File: src/rtl/shift_sequencer.sv
// Multi-cycle barrel-free shifter: applies a single-position shift once per cycle
// until the requested count is exhausted, then publishes the result for one DONE cycle.

module shift_step #(
  parameter int WIDTH = 16
) (
  input  logic [WIDTH-1:0] value,
  input  logic [1:0]       op,
  output logic [WIDTH-1:0] shifted
);

  always_comb begin
    case (op)
      2'b00:   shifted = value;
      2'b01:   shifted = {value[WIDTH-2:0], 1'b0};
      2'b10:   shifted = {1'b0, value[WIDTH-1:1]};
      default: shifted = {value[WIDTH-1], value[WIDTH-1:1]};
    endcase
  end

endmodule

module shift_sequencer #(
  parameter int WIDTH = 16
) (
  input  logic             clk,
  input  logic             reset,
  input  logic             start,
  input  logic [WIDTH-1:0] in,
  input  logic [1:0]       op,
  input  logic [3:0]       amount,
  input  logic             abort,
  output logic             ready,
  output logic             busy,
  output logic             done,
  output logic [WIDTH-1:0] result
);

  typedef enum logic [1:0] {
    IDLE  = 2'd0,
    SHIFT = 2'd1,
    DONE  = 2'd2
  } state_t;

  state_t           state;
  state_t           next_state;
  logic [WIDTH-1:0] work;
  logic [WIDTH-1:0] next_work;
  logic [WIDTH-1:0] step_out;
  logic [3:0]       count;
  logic [3:0]       next_count;
  logic [1:0]       op_q;
  logic [1:0]       next_op;
  logic             load_result;

  shift_step #(.WIDTH(WIDTH)) u_step (
    .value   (work),
    .op      (op_q),
    .shifted (step_out)
  );

  // result is captured from the value the working register takes on DONE entry
  always_comb begin
    next_state  = state;
    next_work   = work;
    next_count  = count;
    next_op     = op_q;
    load_result = 1'b0;
    case (state)
      IDLE: begin
        if (start) begin
          next_work  = in;
          next_op    = op;
          next_count = amount;
          if (amount == 4'd0) begin
            next_state  = DONE;
            load_result = 1'b1;
          end else begin
            next_state = SHIFT;
          end
        end
      end
      SHIFT: begin
        if (abort) begin
          next_state = IDLE;
        end else begin
          next_work  = step_out;
          next_count = count - 4'd1;
          if (count == 4'd1) begin
            next_state  = DONE;
            load_result = 1'b1;
          end
        end
      end
      DONE:    next_state = IDLE;
      default: next_state = IDLE;
    endcase
  end

  always_ff @(posedge clk) begin
    if (reset) begin
      state  <= IDLE;
      work   <= '0;
      count  <= '0;
      op_q   <= '0;
      result <= '0;
    end else begin
      state <= next_state;
      work  <= next_work;
      count <= next_count;
      op_q  <= next_op;
      if (load_result) begin
        result <= next_work;
      end
    end
  end

  assign ready = (state == IDLE);
  assign busy  = (state == SHIFT);
  assign done  = (state == DONE);

endmodule

File: config.mk
export PLATFORM = sky130hd
export DESIGN_NAME = shift_sequencer
export DESIGN_NICKNAME = d
export VERILOG_FILES = /design/src/rtl/shift_sequencer.sv
export SDC_FILE = /design/constraint.sdc
export NUM_CORES = 1
export LEC_CHECK = 0
export CAP_MARGIN = 10
export CELL_PAD_IN_SITES_DETAIL_PLACEMENT = 0
export CELL_PAD_IN_SITES_GLOBAL_PLACEMENT = 2
export CORE_UTILIZATION = 32
export CTS_CLUSTER_DIAMETER = 150
export DETAILED_ROUTE_END_ITERATION = 12
export GPL_ROUTABILITY_DRIVEN = 0
export PLACE_DENSITY = 0.87
export REMOVE_ABC_BUFFERS = 1
export SLEW_MARGIN = 20
export SYNTH_ARGS = -nofsm -noshare
export SYNTH_HDL_FRONTEND = slang
export SYNTH_SLANG_ARGS = --single-unit
export TNS_END_PERCENT = 20
File: constraint.sdc
create_clock -name clk -period 5.15 [get_ports clk]
set_clock_uncertainty 0.15 [all_clocks]
set_input_delay 1.545 -clock clk [delete_from_list [all_inputs] [get_ports clk]]
set_output_delay 1.545 -clock clk [all_outputs]
set_load 0.02 [all_outputs]
==> out/results.txt <==
The flow ran to the end, and the final reports show no timing, DRC or antenna violations. The shortest clock period the worst path allows after layout was 3.59 ns. The run gives 0 as the total grt overflow. At the pin with the least slew margin, the transition time is 0.580 ns. The post-synthesis adder-cell area fraction works out to 1.21%. Counting distinct cell types in the post-synthesis netlist gives 44.

The share of total power dissipated in sequential elements is 46.1%. The register-to-register setup slack is 2.90 ns, and the number of setup buffers added after CTS is 0. After detailed placement, the design holds a cell count of 337. Input and output buffers added on the ports amount to 44. Width of the die: 82.4 microns.

The die is 82.4 microns tall. The cell count of the worst hold path is 2, and the number of cells produced by synthesis is 231. Fill cells in the final layout number 621.

The fraction of synthesized cell area in xor and xnor cells is 0.423%, and the highest achievable clock rate is 278 MHz. Entering global routing, the biggest net connects 41 pins. The worst hold path belongs to the class reg2reg. The synthesized netlist devotes 31.8% of its cell area to compound gates. TritonCTS created 5 clock buffers.

In this run the most critical hold path is launched from count[1]$_SDFFE_PP0P_. Ranked by total cell area, the synthesized netlist is headed by sky130_fd_sc_hd__dfxtp_1 (39%), sky130_fd_sc_hd__a21oi_1 (7.3%), sky130_fd_sc_hd__nor2_1 (5.3%). The H-tree was split into 2 levels. The finished cells cover 2670 sq um. The timing startpoint of the critical path was state[0]$_SDFFE_PP0P_.

The count of state elements after synthesis is 40, and the first-pass iteration count of the detailed router is 5. The run gives 61.3% as the worst relative slew slack. In this run the mean area of a mapped cell was 8.95 sq um.

Summing the areas of all and, or, nand and nor instances in the mapped netlist gives 18.3% of the synthesized area. The worst setup path is of the reg2out kind. Dominant combinational cell family by area after synthesis: compound AO/OA/AOI/OAI gates. After layout, the worst path uses 69.8% of the clock period. On the final layout, the worst hold slack is 0.335 ns. The area growth from synthesis to layout is 29.1%.

The tools report the total leakage power as 0.000883 uW. Setup repair after global routing left no endpoint under its margin. In this run the standard cell core region covers 6060 sq um. In this run the deepest clock path goes through 2 buffers.

The wire-length estimate of the detail-placed layout is 3530 microns. The share of flip-flops with an asynchronous set or reset after synthesis is 0%, and the mux contribution to synthesized area is 2.96%. The number of pins exceeding their max-slew limit in the final report is 0, and the ratio of cells with drive above 1 in the final layout is 11.9%. Among all flip-flop cells after synthesis, the most frequent one is sky130_fd_sc_hd__dfxtp_1. The final setup violation count was 0. Cell type with the largest total area after synthesis: sky130_fd_sc_hd__dfxtp_1. For this configuration, the core starts out at a cell density of 34.1%.

The tools report the nature of the critical path endpoint as an output port. The die covers 6790 sq um. Once placement finished, the instance area stood at 2550 sq um. For this design the ratio of total power to cell area is 282 nW/um^2.

Clock root buffer: sky130_fd_sc_hd__clkbuf_8. The vias per cell works out to 5.42. Combinational logic is responsible for 18.7% of the overall power. The worst register-to-register path has a depth of 4. The layout net count is 297, and the via count of the first global-routing pass is 1,861. Maximum net fanout on the critical path: 16.

The type of element launching the critical path was a register. The CTS clock-pin slew for the worst setup and hold paths is 0.08 ns, and the number of placement rows is 28. The critical register-to-register path endpoint is result[6]$_SDFFE_PP0P_. The worst setup slack before clock tree synthesis is 1.37 ns. The hold-critical path endpoint was count[1]$_SDFFE_PP0P_. The first-pass GRT wire length is 8870 microns. The number of antenna violations at the first check in global routing is 0, and the endpoint arrival time on the critical path is 1.90 ns.

The run gives 542 uW as the internal power of the cells. For this block, the initial DRC count from the detailed router was 150. The tools report the share of synthesized area occupied by flip-flops and latches as 38.7%. Clock latency on the worst-skew pair, taken at its later pin, is 0.30 ns. The clock net in this run drives a total of 40 sinks. The logs give 0 for the remaining antenna violation count after routing and 1.56 ns for the post-layout worst setup margin. For the count of pins on the block boundary, the log shows 45. The worst path required time was 3.46 ns; the number of warning messages in the yosys log was 0.

The tool flagged a number of max-cap violations equal to 0. sky130_fd_sc_hd__dfxtp_1 is the most common cell in the netlist. Gates resized during post-CTS repair numbered 0. For the number of antenna repair diodes, the log shows 0. The number of hold violations in the final report is 0, and the count of flip-flops with a built-in enable after synthesis is 0. The number of remaining DRC errors came out at 0. In the synthesized netlist, the cells that appear most often are sky130_fd_sc_hd__dfxtp_1 (40), sky130_fd_sc_hd__a21oi_1 (30), sky130_fd_sc_hd__nor2_1 (29). The tools report the startpoint of the most critical register-to-register path as state[0]$_SDFFE_PP0P_.

The net load switching power came out at 212 uW. Excluding fillers, the count of instances in the completed layout stands at 345. For the worst supply voltage drop on vdd, the log shows 0.000137 V. After detailed routing, the average wire length per cell comes to 15.1 microns. TritonCTS built the clock tree.

The via count of the routed design was 1,871; the switching power share of the total was 28.1%. The share of total power in the clock network was 35.2%; the cell area after synthesis was 2070 sq um. For the final routed database, the setup TNS stands at 0 ns. After synthesis, the largest area contributor takes up 38.7% of total cell area. The total wire length after detailed routing is 5200 microns, and the number of buffers inserted for hold repair after clock tree synthesis is 0. The tools report the overall track demand over capacity in global routing as 17.2%.
layout by cell type, fill, tap and decap left out, types with 6 or more instances in the layout:
cell                              count
sky130_fd_sc_hd__clkdlybuf4s50_1     44
sky130_fd_sc_hd__dfxtp_1             40
sky130_fd_sc_hd__a21oi_1             30
sky130_fd_sc_hd__nor2_1              29
sky130_fd_sc_hd__nand2_1             12
sky130_fd_sc_hd__o21ai_0             12
sky130_fd_sc_hd__inv_1                9
sky130_fd_sc_hd__a222oi_1             8
sky130_fd_sc_hd__buf_4                7
sky130_fd_sc_hd__nor3b_1              6
sky130_fd_sc_hd__o221ai_1             6
power by group through the flow:
stage | clock [uW] | combinational (uW) | sequential [uW]
after floorplan | 0 | 75.7 | 355
after global placement | 0 | 141 | 355
after detailed placement | 0 | 142 | 355
after CTS | 273 | 142 | 348
after global routing | 287 | 157 | 351
final | 266 | 141 | 348
cell families (layout without fill, tap and decap cells):
group / count (synthesis) / count (layout)
AO/OA/AOI/OAI: 86 / 86
AND/OR/NAND/NOR: 67 / 67
flip-flops: 40 / 40
buffers and inverters: 29 / 68
XOR/XNOR: 1 / 1
multiplexers: 6 / 6
adder cells (fa/ha/maj): 2 / 2
final cells by class:
cell class / count / area [sq um] / share of cell area [%]
Clock buffer: 5 / 68.8 / 2.58
Clock inverter: 3 / 47.5 / 1.78
Inverter: 9 / 33.8 / 1.27
Multi-Input combinational cell: 162 / 1130 / 42.4
Sequential cell: 40 / 801 / 30.0
Tap cell: 75 / 93.8 / 3.51
Timing Repair Buffer: 51 / 493 / 18.5
worst max-delay path, cell delays in order, from the launching register on:
cell and delay (ns):
sky130_fd_sc_hd__dfxtp_1 0.70, sky130_fd_sc_hd__nand2b_1 0.14, sky130_fd_sc_hd__inv_1 0.15, sky130_fd_sc_hd__clkdlybuf4s50_1 0.62
sequential cells by signal, summed over array words and instances (netlist names):
signal / count
state: 2
result: 16
op_q: 2
count: 4
work: 16
per-stage QoR:
stage | util [%] | power [uW]
finish | 44.1 | 754
global route | 44.1 | 795
CTS | 44.1 | 763
detailed placement | 42.1 | 497
global placement | 42.1 | 496
floorplan | - | 431
how the worst max path moves through the flow:
stage / endpoint / slack [ns] / depth (start not counted)
global placement: count[1]$_SDFFE_PP0P_ / 1.41 / 6
global route: busy / 1.42 / 3
floorplan: result[0]$_SDFFE_PP0P_ / 1.92 / 4
detailed placement: count[1]$_SDFFE_PP0P_ / 1.37 / 6
CTS: busy / 1.52 / 3
finish: busy / 1.56 / 3
routing by layer:
| metal | GRT usage (%) | wire length [microns] | up-vias |
|---|---|---|---|
| li1 | - | - | 942 |
| met1 | 22.8 | 2460 | 870 |
| met2 | 27.2 | 2400 | 52 |
| met3 | 3.74 | 272 | 7 |
| met4 | 6.49 | 59 | 0 |
| met5 | 0 | 0 | - |
Note: power is estimated with default switching activity, not from simulation.
